## config.mk

```make
export PLATFORM = sky130hd
export DESIGN_NAME = uart_rx_deframer
export DESIGN_NICKNAME = d
export VERILOG_FILES = /design/src/rtl/uart_rx_deframer.sv
export SDC_FILE = /design/constraint.sdc
export NUM_CORES = 1
export LEC_CHECK = 0
export CORE_UTILIZATION = 30
export CTS_BUF_LIST = sky130_fd_sc_hd__clkbuf_4 sky130_fd_sc_hd__clkbuf_8
export DETAILED_ROUTE_END_ITERATION = 10
export REMOVE_ABC_BUFFERS = 1
export SYNTH_ARGS = -nofsm -noshare
export SYNTH_HDL_FRONTEND = slang
export SYNTH_SLANG_ARGS = --single-unit
export TNS_END_PERCENT = 50
```

## constraint.sdc

```tcl
create_clock -name clk -period 2 [get_ports clk]
set_input_delay 0.4 -clock clk [delete_from_list [all_inputs] [get_ports clk]]
set_output_delay 0.4 -clock clk [all_outputs]
set_load 0.02 [all_outputs]
```

## src/rtl/uart_rx_deframer.sv

```systemverilog
// 8N1 UART receiver: 16x oversampled mid-bit sampling, valid/ready byte output, framing/overrun flags.
// Define UART_RX_PARITY_EN to receive 8E1 frames with even-parity checking.
module uart_rx_deframer #(
    parameter int CLK_FREQ   = 12000000,
    parameter int BAUD       = 9600,
    parameter int OVERSAMPLE = 16
) (
    input  logic       clk,
    input  logic       nrst,
    input  logic       rx_i,
    output logic [7:0] rx_data_o,
    output logic       rx_valid_o,
    input  logic       rx_ready_i,
    output logic       frame_err_o,
    output logic       overrun_o,
    output logic       parity_err_o,
    output logic       busy_o
);

    localparam int DIV = CLK_FREQ / (BAUD * OVERSAMPLE);
    localparam int CW  = (DIV > 1) ? $clog2(DIV) : 1;
    localparam logic [CW-1:0] DIV_M1   = CW'(DIV - 1);
    localparam logic [3:0]    SAMP_MID = 4'(OVERSAMPLE / 2 - 1);
    localparam logic [3:0]    SAMP_END = 4'(OVERSAMPLE - 1);

    typedef enum logic [2:0] {
        S_IDLE      = 3'd0,
        S_START     = 3'd1,
        S_DATA      = 3'd2,
`ifdef UART_RX_PARITY_EN
        S_PARITY    = 3'd3,
`endif
        S_STOP      = 3'd4,
        S_WAIT_HIGH = 3'd5
    } state_t;

    function automatic logic even_parity(input logic [7:0] d);
        return ^d;
    endfunction

    state_t        state_q, state_d;
    logic          sync1_q, rx_s_q;
    logic [CW-1:0] tick_cnt_q, tick_cnt_d;
    logic [3:0]    samp_cnt_q, samp_cnt_d;
    logic [2:0]    bit_cnt_q, bit_cnt_d;
    logic [7:0]    shreg_q, shreg_d;
    logic          par_bad_q, par_bad_d;
    logic [7:0]    rx_data_q, rx_data_d;
    logic          rx_valid_q, rx_valid_d;
    logic          frame_err_q, frame_err_d;
    logic          overrun_q, overrun_d;
    logic          parity_err_q, parity_err_d;
    logic          busy_q;
    logic          tick_s;
    logic          sample_end_s;

    assign tick_s       = (tick_cnt_q == DIV_M1);
    assign sample_end_s = tick_s && (samp_cnt_q == SAMP_END);

    // Next-state, counter and output-pulse logic.
    always_comb begin
        state_d      = state_q;
        tick_cnt_d   = tick_s ? {CW{1'b0}} : tick_cnt_q + CW'(1);
        samp_cnt_d   = tick_s ? samp_cnt_q + 4'd1 : samp_cnt_q;
        bit_cnt_d    = bit_cnt_q;
        shreg_d      = shreg_q;
        par_bad_d    = par_bad_q;
        rx_data_d    = rx_data_q;
        rx_valid_d   = rx_valid_q;
        frame_err_d  = 1'b0;
        overrun_d    = 1'b0;
        parity_err_d = 1'b0;

        if (rx_valid_q && rx_ready_i) begin
            rx_valid_d = 1'b0;
        end else begin
            rx_valid_d = rx_valid_q;
        end

        case (state_q)
            S_IDLE: begin
                tick_cnt_d = {CW{1'b0}};
                samp_cnt_d = samp_cnt_q;
                if (!rx_s_q) begin
                    state_d    = S_START;
                    samp_cnt_d = 4'd0;
                    par_bad_d  = 1'b0;
                end else begin
                    state_d = S_IDLE;
                end
            end
            S_START: begin
                if (tick_s && (samp_cnt_q == SAMP_MID)) begin
                    // A start bit that is high again at mid-bit is treated as line noise.
                    if (rx_s_q) begin
                        state_d = S_IDLE;
                    end else begin
                        state_d    = S_DATA;
                        samp_cnt_d = 4'd0;
                        bit_cnt_d  = 3'd0;
                    end
                end else begin
                    state_d = S_START;
                end
            end
            S_DATA: begin
                if (sample_end_s) begin
                    shreg_d   = {rx_s_q, shreg_q[7:1]};
                    bit_cnt_d = bit_cnt_q + 3'd1;
                    if (bit_cnt_q == 3'd7) begin
`ifdef UART_RX_PARITY_EN
                        state_d = S_PARITY;
`else
                        state_d = S_STOP;
`endif
                        samp_cnt_d = 4'd0;
                    end else begin
                        state_d = S_DATA;
                    end
                end else begin
                    state_d = S_DATA;
                end
            end
`ifdef UART_RX_PARITY_EN
            S_PARITY: begin
                if (sample_end_s) begin
                    state_d    = S_STOP;
                    samp_cnt_d = 4'd0;
                    if (rx_s_q != even_parity(shreg_q)) begin
                        parity_err_d = 1'b1;
                        par_bad_d    = 1'b1;
                    end else begin
                        par_bad_d = 1'b0;
                    end
                end else begin
                    state_d = S_PARITY;
                end
            end
`endif
            S_STOP: begin
                if (sample_end_s) begin
                    if (rx_s_q) begin
                        state_d = S_IDLE;
                        if (par_bad_q) begin
                            rx_data_d = rx_data_q;
                        end else if (!rx_valid_q || rx_ready_i) begin
                            rx_data_d  = shreg_q;
                            rx_valid_d = 1'b1;
                        end else begin
                            overrun_d = 1'b1;
                        end
                    end else begin
                        frame_err_d = 1'b1;
                        state_d     = S_WAIT_HIGH;
                        samp_cnt_d  = 4'd0;
                    end
                end else begin
                    state_d = S_STOP;
                end
            end
            S_WAIT_HIGH: begin
                // Hold off until the line releases so a break cannot look like new start bits.
                tick_cnt_d = {CW{1'b0}};
                samp_cnt_d = samp_cnt_q;
                if (rx_s_q) begin
                    state_d = S_IDLE;
                end else begin
                    state_d = S_WAIT_HIGH;
                end
            end
            default: begin
                state_d    = S_IDLE;
                tick_cnt_d = {CW{1'b0}};
                samp_cnt_d = 4'd0;
            end
        endcase
    end

    // State, synchronizer and output registers with synchronous active-low reset.
    always_ff @(posedge clk) begin
        if (!nrst) begin
            state_q      <= S_IDLE;
            sync1_q      <= 1'b1;
            rx_s_q       <= 1'b1;
            tick_cnt_q   <= {CW{1'b0}};
            samp_cnt_q   <= 4'd0;
            bit_cnt_q    <= 3'd0;
            shreg_q      <= 8'h00;
            par_bad_q    <= 1'b0;
            rx_data_q    <= 8'h00;
            rx_valid_q   <= 1'b0;
            frame_err_q  <= 1'b0;
            overrun_q    <= 1'b0;
            parity_err_q <= 1'b0;
            busy_q       <= 1'b0;
        end else begin
            state_q      <= state_d;
            sync1_q      <= rx_i;
            rx_s_q       <= sync1_q;
            tick_cnt_q   <= tick_cnt_d;
            samp_cnt_q   <= samp_cnt_d;
            bit_cnt_q    <= bit_cnt_d;
            shreg_q      <= shreg_d;
            par_bad_q    <= par_bad_d;
            rx_data_q    <= rx_data_d;
            rx_valid_q   <= rx_valid_d;
            frame_err_q  <= frame_err_d;
            overrun_q    <= overrun_d;
            parity_err_q <= parity_err_d;
            busy_q       <= (state_d != S_IDLE);
        end
    end

    assign rx_data_o    = rx_data_q;
    assign rx_valid_o   = rx_valid_q;
    assign frame_err_o  = frame_err_q;
    assign overrun_o    = overrun_q;
    assign parity_err_o = parity_err_q;
    assign busy_o       = busy_q;

endmodule

```

# Yosys cells after proc, flatten, opt, wreduce, memory -nomap -nowiden
# Cells that the tools add are included.
# totals
ff_bits	39
in_bits	4
out_inout_bits	13
wordCells	76
# op_classes
add_sub_neg	3
eq_ne	12
muxes	27
bitwise	6
reduce_logical	16
# ops
operator	n
$mux W4	7
$mux W3	8
$pmux W4 S5	1
$pmux W3 S5	1
$eq A3 B3 Y1 const B	3
$mux W1	8
$ne A2 B2 Y1 const B	4
$reduce_and A4 Y1	2
$add A7 B1 Y7 const B	1
$eq A7 B7 Y1 const B	1
$not A1 Y1	6
$pmux W3 S2	1
$reduce_or A3 Y1	2
$add A4 B1 Y4 const B	1
$eq A4 B3 Y1 const B	1
$eq A4 B4 Y1 const B	1
$reduce_and A2 Y1	2
$reduce_or A4 Y1	1
$add A3 B1 Y3 const B	1
$eq A3 B1 Y1 const B	1
$eq A3 B2 Y1 const B	1
$logic_and A1 B1 Y1	3
$logic_not A3 Y1	1
$reduce_and A3 Y1	1
5 further kinds	5

# Logic depth before layout (Yosys ltp)
# Gate-level depths: netlist (run 1).
# depth
depth_word	6
ltp_mapped	8
ltp_nobuf	7

# Worst setup path before layout (run 1)
# Ideal clock, no wire load.
# synth_path
path_kind	register -> register
from	register tick_cnt_q[0]
to	register rx_data_q[0] (netlist: rx_data_o[0])
setup_ns	0.128
arrival_time_ns	1.696
slack_ns	0.176
stages_incl_launch_ff	8
period_less_slack_ns	1.824
path_cell_list	dfxtp_1 ha_1 and4bb_1 nand2_2 or4b_1 buf_6 mux2i_1 nor2_1
# synth_between
elab_chain_cells	3
# synth_rtl
item	line	text
from (decl)	43	logic [CW-1:0] tick_cnt_q, tick_cnt_d;
from (signal assigned)	185	tick_cnt_q <= {CW{1'b0}};
from (signal assigned)	200	tick_cnt_q <= tick_cnt_d;
$eq A7 B7 Y1	57	assign tick_s = (tick_cnt_q == DIV_M1);
$logic_and A1 B1 Y1	58	assign sample_end_s = tick_s && (samp_cnt_q == SAMP_END);
$reduce_and A4 Y1 (no source line)	n/a	
to (signal assigned)	205	rx_data_q <= rx_data_d;
to (decl)	48	logic [7:0] rx_data_q, rx_data_d;
# Every way passes these cells.
# A chain may end at the register's enable or synchronous reset.

# Worst setup path after layout (run 1)
# layout_path
from	register tick_cnt_q[1]
to	register rx_data_q[7] (netlist: rx_data_o[7])
# Same word-level chain as after synthesis.

==> results of run 1 <==
## routing by layer
metal  wire length (um)  share of wire
met4                 51          0.014
met1               1722           0.48
met2               1700           0.47
met5                  0              0
met3                106          0.030
## stage by stage
| step | cell area (um^2) | utilization | cells |
|---|---|---|---|
| final | 2207 | 0.3936 | 291 |
| after global routing | 2207 | 0.3936 | 291 |
| after CTS | 2148 | 0.3831 | 289 |
| after detailed placement | 2033 | 0.3626 | 281 |
| after global placement | 2033 | 0.3626 | 281 |
| after floorplan | 1718 | - | 184 |
## cells in the final DEF (no fill, tap or decap), types with 2 or more instances in the layout
master	n
a21o_1	2
a21oi_1	5
and2_1	3
and3_1	2
buf_4	10
clkbuf_8	5
clkdlybuf4s50_1	15
dfxtp_1	37
ha_1	4
inv_1	3
mux2i_1	19
nand2_1	10
nand2b_1	3
nand3_1	8
nand4_1	5
nor2_1	39
nor3_1	2
nor3b_1	4
o21ai_0	2
o31ai_1	2
xnor2_1	3
xor2_1	4
## sequential cells by signal, indices dropped and copies added (netlist names)
register	flops
sync1_q	1
frame_err_o	1
state_q	3
bit_cnt_q	3
rx_data_o	8
overrun_o	1
rx_s_q	1
samp_cnt_q	4
rx_valid_o	1
tick_cnt_q	7
shreg_q	8
busy_o	1
## critical path, delay by kind of cell (launching register included)
| family | cells | cell delay (ps) |
|---|---|---|
| fa+ha+maj | 1 | 110 |
| mux | 1 | 140 |
| flops | 1 | 340 |
| simple gates | 4 | 930 |
| buf+inv | 2 | 220 |
## layout make-up
type	instances	area, um^2
sequential	39	785.8
tap	72	90.09
inverter	4	15.01
fill	587	3401
clock buffer	5	68.82
multi-input combinational	141	944.7
clock inverter	3	46.29
timing repair buffer	27	256.5
## report_power, final
group	internal (mW)	switching (mW)
registers	0.780	0.00360
clock network	0.376	0.297
logic	0.0250	0.0345
total	1.18	0.335
## timing repair
action,CTS,global route
gates resized for setup,0,9
hold buffers,0,0
endpoints found under the setup margin,0,21
buffers inserted,0,2
## worst max path at each step
stage / startpoint / cells past startpoint / to / slack (ps)
finish: tick_cnt_q[1]$_SDFF_PP0_ / 8 / rx_data_o[7]$_SDFFE_PN0P_ / 140
global route: tick_cnt_q[1]$_SDFF_PP0_ / 7 / busy_o$_SDFF_PN0_ / 30
CTS: tick_cnt_q[0]$_SDFF_PP0_ / 7 / rx_data_o[5]$_SDFFE_PN0P_ / 20
detailed placement: tick_cnt_q[0]$_SDFF_PP0_ / 7 / rx_data_o[5]$_SDFFE_PN0P_ / 50
global placement: rx_ready_i / 6 / rx_data_o[5]$_SDFFE_PN0P_ / 90
floorplan: tick_cnt_q[0]$_SDFF_PP0_ / 6 / rx_data_o[0]$_SDFFE_PN0P_ / 60
## logic make-up (layout without fill, tap and decap cells)
logic type                 after synthesis  count (layout)  synth area share
and+or+nand+nor                         86              86            0.2447
DFF                                     39              39            0.4401
AOI/OAI and AO/OA                       22              22           0.08957
muxes                                   20              20            0.1135
buffers and inverters                   15              39           0.04019
xor gates and xnor gates                 7               7           0.03456
adders and majority gates                5               5           0.03526
other                                    1               1          0.002114
==> impl_metrics.ini, run 1 <==
[status]
status = finished, final reports clean

[synthesis]
synth_top_cell_area_share = 0.4401
ys_ff_latch = 39
synth_common_cells = 39 x dfxtp_1, 39 x nor2_1, 19 x mux2i_1
synth_cell_types = 45
avgSynthCellArea_um2 = 9.098
syn-cell-area_mm2 = 0.001774
synth_top_cell_by_area = dfxtp_1
synth_edf_count = 0
async_flop_share = 0
seq_area_frac_synth = 0.4401
synthCells = 195
ys.flop_type = dfxtp_1
yosysWarnings = 0
synth_area_leaders = dfxtp_1 44%, mux2i_1 11%, nor2_1 8.3%

[detailed_routing]
wl_per_cell_um = 12.30
vias = 1390
drt_iter0_markers = 99
drt-total-wl_um = 3580
vias_per_cell = 4.777
drt_pass1_iterations = 4
ant_nets = 0
drc_errors = 0

[global_route]
grt_util_met1 = 0.1530
grt_util_met2 = 0.1957
grt_antenna_before_repair = 0
grt.busiest_layer = met2
grt_usage = 0.1217
gr-total-overflow = 0
grt_max_degree = 19
grt_pass1_vias = 1295
grt_pass1_wl_um = 5899
met3_usage = 0.03793

[clocking]
clkSinkCount = 39
htree_levels = 2
clock_latency_ps = 300
root_buffer = clkbuf_8
cts.clk_slew.worst_paths_ps = 80
clock_path_buffers = 2
cts_tree = built
cts_buffers = 5

[critical_path]
setup.worst_path.start_class = flop
r2r-end = rx_data_o[7]$_SDFFE_PN0P_
path_class = reg2reg
worst_ep_required_time_ps = 2190
cp_max_fo = 8
r2r_start = tick_cnt_q[1]$_SDFF_PP0_
cp_slowest_stage_delay_ps = 540
cp_slowest_cell = or4b_4
cp-end-kind = flop
r2r_slack_ps = 140
cp.arrival_ps = 2050
cp_cell_sequence = inv_2 > ha_4 > and4bb_1 > nand2_2 > or4b_4 > buf_6 > mux2i_1 > nor2_1
reg2reg_depth = 8

[flow_run]
max_cap_violations = 0

[power_and_ir_drop]
power_density_mw_per_mm2 = 686.6
leakage_nw = 0.8353
fin_total_pwr_mw = 1.515
ir_worst_vdd_mv = 0.4806

[hold_path]
hold_end = rx_s_q$_SDFF_PN1_
worstHoldStart = sync1_q$_SDFF_PN1_
holdPathStages = 1
hold_path_class = reg2reg

[sta]
setup-tns-final_ps = 0
setup_viol = 0
slew_violations = 0
fin_crit_ps = 1855
rsz0062_at_grt = no
layout_setup_ws_ps = 144.7
finClkSkew_ps = 4.909
clock.fmax_ghz = 0.5390
hold_viol = 0
hold_ws_ps = 412.8
fin_crit_sh = 0.9277

[placement]
place_hpwl_um = 2547
pre_cts_ws_ps = 48.89
gp_congestion = 0.8442
place.port_buffers = 15

[floorplan]
die_w_um = 78.90
ios = 17
die_h_um = 78.90
dieArea_mm2 = 0.006225
rows = 27
start_util = 0.3164
core_area_mm2 = 0.005608

[final_layout]
drive_above_1_share = 0.1461
antenna_cells = 0
area_growth_syn_to_layout_pct = 24.40
finalNetCount = 227
Note: power is estimated with default switching activity, not from simulation.
==> inputs of run 2 (changes only) <==
- CTS_BUF_LIST: sky130_fd_sc_hd__clkbuf_4 sky130_fd_sc_hd__clkbuf_8 -> sky130_fd_sc_hd__clkbuf_16
- RECOVER_POWER: unset -> 50
==> run 2 against run 1 <==
Sequential power hardly changed. Power is 16% higher. Hold slack lost 5.4 ps. Critical path type unchanged. Non-clock buffer count shrank 1. Largest power group is now clock. Sequential cell count did not move.
==> impl_metrics.ini, run 2 (synthesis gave the netlist of run 1 again) <==
[critical_path]
path_class = reg2reg
cp-end-kind = flop
setup.worst_path.start_class = flop
cp.arrival_ps = 2110
worst_ep_required_time_ps = 2210
cp_max_fo = 6

[power_and_ir_drop]
leakage_nw = 0.8710
seq_power_share = 0.447
power_density_mw_per_mm2 = 775.4
p_int_mw = 1.398
ir_worst_vdd_mv = 0.5726
switchingPower_mw = 0.3550
p_clk_frac = 0.519
swShare = 0.2025
combPwrFrac = 0.034

[flow_run]
max_cap_violations = 0

[global_route]
grt_pass1_wl_um = 6009
grt_antenna_before_repair = 0
gr-total-overflow = 0
grt_usage = 0.1237
grt_pass1_vias = 1322
grt_max_degree = 19

[detailed_routing]
drt-total-wl_um = 3572
drc_errors = 0
vias_per_cell = 4.800
vias = 1392
wl_per_cell_um = 12.32
drt_iter0_markers = 133
ant_nets = 0
drt_pass1_iterations = 4

[sta]
hold_ws_ps = 407.4
fin_crit_sh = 0.9501
clock.fmax_ghz = 0.5262
slew_violations = 0
fin_crit_ps = 1900
setup-tns-final_ps = 0
rsz0062_at_grt = yes
finClkSkew_ps = 5.315
setup_viol = 0
hold_viol = 0

[final_layout]
mostFrequentLayoutCells = 38 x nor2_1, 37 x dfxtp_1, 19 x mux2i_1
fill_cells = 576
finalNetCount = 226
layout_commonest_cell = nor2_1
stdcell_count = 290
antenna_cells = 0
area_growth_syn_to_layout_pct = 27.43
drive_above_1_share = 0.1468

[clocking]
cts_buffers = 5
cts_hold_buf = 0
cts.clk_slew.worst_paths_ps = 60
clock_path_buffers = 2
cts_tree = built
clock_latency_ps = 280
clkSinkCount = 39
root_buffer = clkbuf_16
htree_levels = 2

[floorplan]
die_w_um = 78.90
rows = 27
die_h_um = 78.90
dieArea_mm2 = 0.006225
ios = 17
start_util = 0.3164
core_area_mm2 = 0.005608

[placement]
place.port_buffers = 15
place_inst = 281
place_hpwl_um = 2547
gp_congestion = 0.8442

[hold_path]
hold_path_class = reg2reg

[status]
status = finished, final reports clean
[run 2: what timing repair did]
action,CTS,global route
setup endpoints to repair,0,22
gates resized for setup,0,12
buffers inserted,0,1
[run 2: metal layers]
layer	routed length, um	track usage	share of wire
met4	50	0.06000	0.014
met1	1723	0.1551	0.48
met2	1690	0.2000	0.47
met5	0	0	0
met3	107	0.02759	0.030
[run 2: area by class of cell]
type | count | area [um^2] | area share
Clock buffer | 5 | 125.1 | 0.05534
Inverter | 4 | 15.01 | 0.006641
Sequential cell | 39 | 785.8 | 0.3475
Multi-Input combinational cell | 141 | 945.9 | 0.4184
Tap cell | 72 | 90.09 | 0.03985
Timing Repair Buffer | 26 | 252.7 | 0.1118
Clock inverter | 3 | 46.29 | 0.02048
[run 2: power by group through the flow]
stage	combinational (mW)	clock (mW)	sequential, mW
after floorplan	0.0301	0	0.805
after global placement	0.0585	0	0.802
after detailed placement	0.0583	0	0.802
after CTS	0.0586	0.936	0.785
after global routing	0.0658	0.972	0.785
final	0.0594	0.909	0.784
[run 2: worst paths after layout]
check,start,to,slack (ps),cells past startpoint
max,tick_cnt_q[0]$_SDFF_PP0_,busy_o$_SDFF_PN0_,100,6
min reg2reg,sync1_q$_SDFF_PN1_,rx_s_q$_SDFF_PN1_,410,1
max reg2reg,tick_cnt_q[0]$_SDFF_PP0_,busy_o$_SDFF_PN0_,100,6
min,sync1_q$_SDFF_PN1_,rx_s_q$_SDFF_PN1_,410,1
[run 2: through the flow]
step | cell area (um^2) | power [mW] | util | worst slack [ps]
3_3_place_gp | 2033 | 0.8606 | 0.3626 | 87.12
2_1_floorplan | 1718 | 0.8348 | - | 63.53
6_report | 2261 | 1.753 | 0.4032 | 99.76
3_5_place_dp | 2033 | 0.8603 | 0.3626 | 48.89
5_1_grt | 2261 | 1.822 | 0.4032 | -36.00
4_1_cts | 2205 | 1.779 | 0.3931 | 17.29
[run 2: critical path, stage by stage (launching register included)]
cell and delay [ps]:
dfxtp_4 370, ha_4 130, and4bb_2 280, nand4_1 280, a31o_2 320, a211o_1 270
a31oi_1 160
==> inputs of run 3 (changes only) <==
- PLACE_DENSITY_LB_ADDON: unset -> 0.08
- REMOVE_ABC_BUFFERS: 1 -> unset
==> run 3 against run 2 <==
Clock power about the same. Core utilization is 0.16 points lower. Maximum frequency decreased by 1.2%. Setup slack got worse by 24 ps. First-iteration DRC count down 61%. Critical path type unchanged. Highest routed layer unchanged.
==> impl_metrics.ini, run 3 (synthesis gave the netlist of run 1 again) <==
[critical_path]
cp.arrival_ps = 2120
setup.worst_path.start_class = flop
cp-end-kind = flop
path_class = reg2reg
cp_max_fo = 6
cp_slowest_stage_delay_ps = 330
cp_slowest_cell = dfxtp_2
worst_ep_required_time_ps = 2200
cp_cell_sequence = inv_2 > ha_4 > and4bb_2 > nand4_1 > a31o_2 > a211o_1 > a31oi_2

[power_and_ir_drop]
fin_total_pwr_mw = 1.758
leakage_nw = 0.8945
ir_worst_vdd_mv = 0.3930
power_density_mw_per_mm2 = 780.7

[sta]
finClkSkew_ps = 2.958
rsz0062_at_grt = yes
setup_viol = 0
slew_violations = 0
fin_crit_ps = 1924
clock.fmax_ghz = 0.5197
fin_crit_sh = 0.9621
setup-tns-final_ps = 0
hold_viol = 0

[clocking]
cts_hold_buf = 0
htree_levels = 2
cts_buffers = 5
clock_latency_ps = 280
clkSinkCount = 39
root_buffer = clkbuf_16
cts_tree = built
cts.clk_slew.worst_paths_ps = 60
clock_path_buffers = 2

[final_layout]
layout_commonest_cell = nor2_1
drive_above_1_share = 0.1461
mostFrequentLayoutCells = 39 x nor2_1, 37 x dfxtp_1, 19 x mux2i_1
final_core_util = 0.4016
finalInstanceArea_mm2 = 0.002252
finalNetCount = 227
antenna_cells = 0
area_growth_syn_to_layout_pct = 26.94

[placement]
postPlaceCellArea_mm2 = 0.002041
place.port_buffers = 15
place_hpwl_um = 2739
gp_congestion = 0.8373

[floorplan]
rows = 27
die_w_um = 78.90
dieArea_mm2 = 0.006225
die_h_um = 78.90
core_area_mm2 = 0.005608
start_util = 0.3164
ios = 17

[detailed_routing]
drt_iter0_markers = 52
drt-total-wl_um = 3703
vias = 1452
drt_pass1_iterations = 4
drc_errors = 0
wl_per_cell_um = 12.73
vias_per_cell = 4.990
ant_nets = 0

[global_route]
grt_pass1_vias = 1448
grt_util_met2 = 0.2113
grt_pass1_wl_um = 6568
grt.busiest_layer = met2
grt_antenna_before_repair = 0
met3_usage = 0.03793
gr-total-overflow = 0
grt_max_degree = 21
grt_usage = 0.1341
grt_util_met1 = 0.1711

[hold_path]
hold_path_class = reg2reg

[status]
status = finished, final reports clean

[flow_run]
max_cap_violations = 0

[synthesis]
synth_nets = 204
## run 3: per-stage QoR
step           worst slack, ps  hold slack, ps  cells
2_1_floorplan            176.1           386.3    195
3_3_place_gp             83.91           397.7    282
3_5_place_dp             14.18           404.5    282
4_1_cts                  7.953           420.0    290
5_1_grt                 -37.17           433.5    291
6_report                 75.81           413.5    291
## run 3: final timing paths
path / startpoint / to / slack, ps / cells after the start
worst max-delay path: tick_cnt_q[1]$_SDFF_PP0_ / busy_o$_SDFF_PN0_ / 80 / 7
worst max register to register: tick_cnt_q[1]$_SDFF_PP0_ / busy_o$_SDFF_PN0_ / 80 / 7
worst min register to register: sync1_q$_SDFF_PN1_ / rx_s_q$_SDFF_PN1_ / 410 / 1
worst min-delay path: sync1_q$_SDFF_PN1_ / rx_s_q$_SDFF_PN1_ / 410 / 1
## run 3: timing repair
item                       in CTS  in global routing
setup endpoints to repair       0                 26
resized for setup               0                 13
buffers inserted                0                  1
## run 3: area by class of cell
cell class                      count  area [um^2]
Clock buffer                        5        125.1
Inverter                            4        15.01
Multi-Input combinational cell    141        952.2
Sequential cell                    39        785.8
Timing Repair Buffer               27        236.5
Clock inverter                      3        47.55
Tap cell                           72        90.09
Fill cell                         587         3356
## run 3: critical path, delay by kind of cell, from the launching register on
family	cells	cell delay [ps]
DFF	1	330
and+or+nand+nor	2	540
AOI/OAI and AO/OA	3	810
adders and majority gates	1	120
buffers and inverters	1	60
## run 3: report_power, final
| part | switching (mW) | leakage [nW] | internal (mW) |
|---|---|---|---|
| combinational | 0.0361 | 0.494 | 0.0273 |
| clock | 0.317 | 0.0844 | 0.594 |
| sequential | 0.00270 | 0.316 | 0.781 |
## run 3: routing by layer
| metal | vias up | share of wire |
|---|---|---|
| li1 | 725 | - |
| met1 | 698 | 0.49 |
| met2 | 25 | 0.47 |
| met3 | 4 | 0.032 |
| met4 | 0 | 0.0092 |
| met5 | - | 0 |
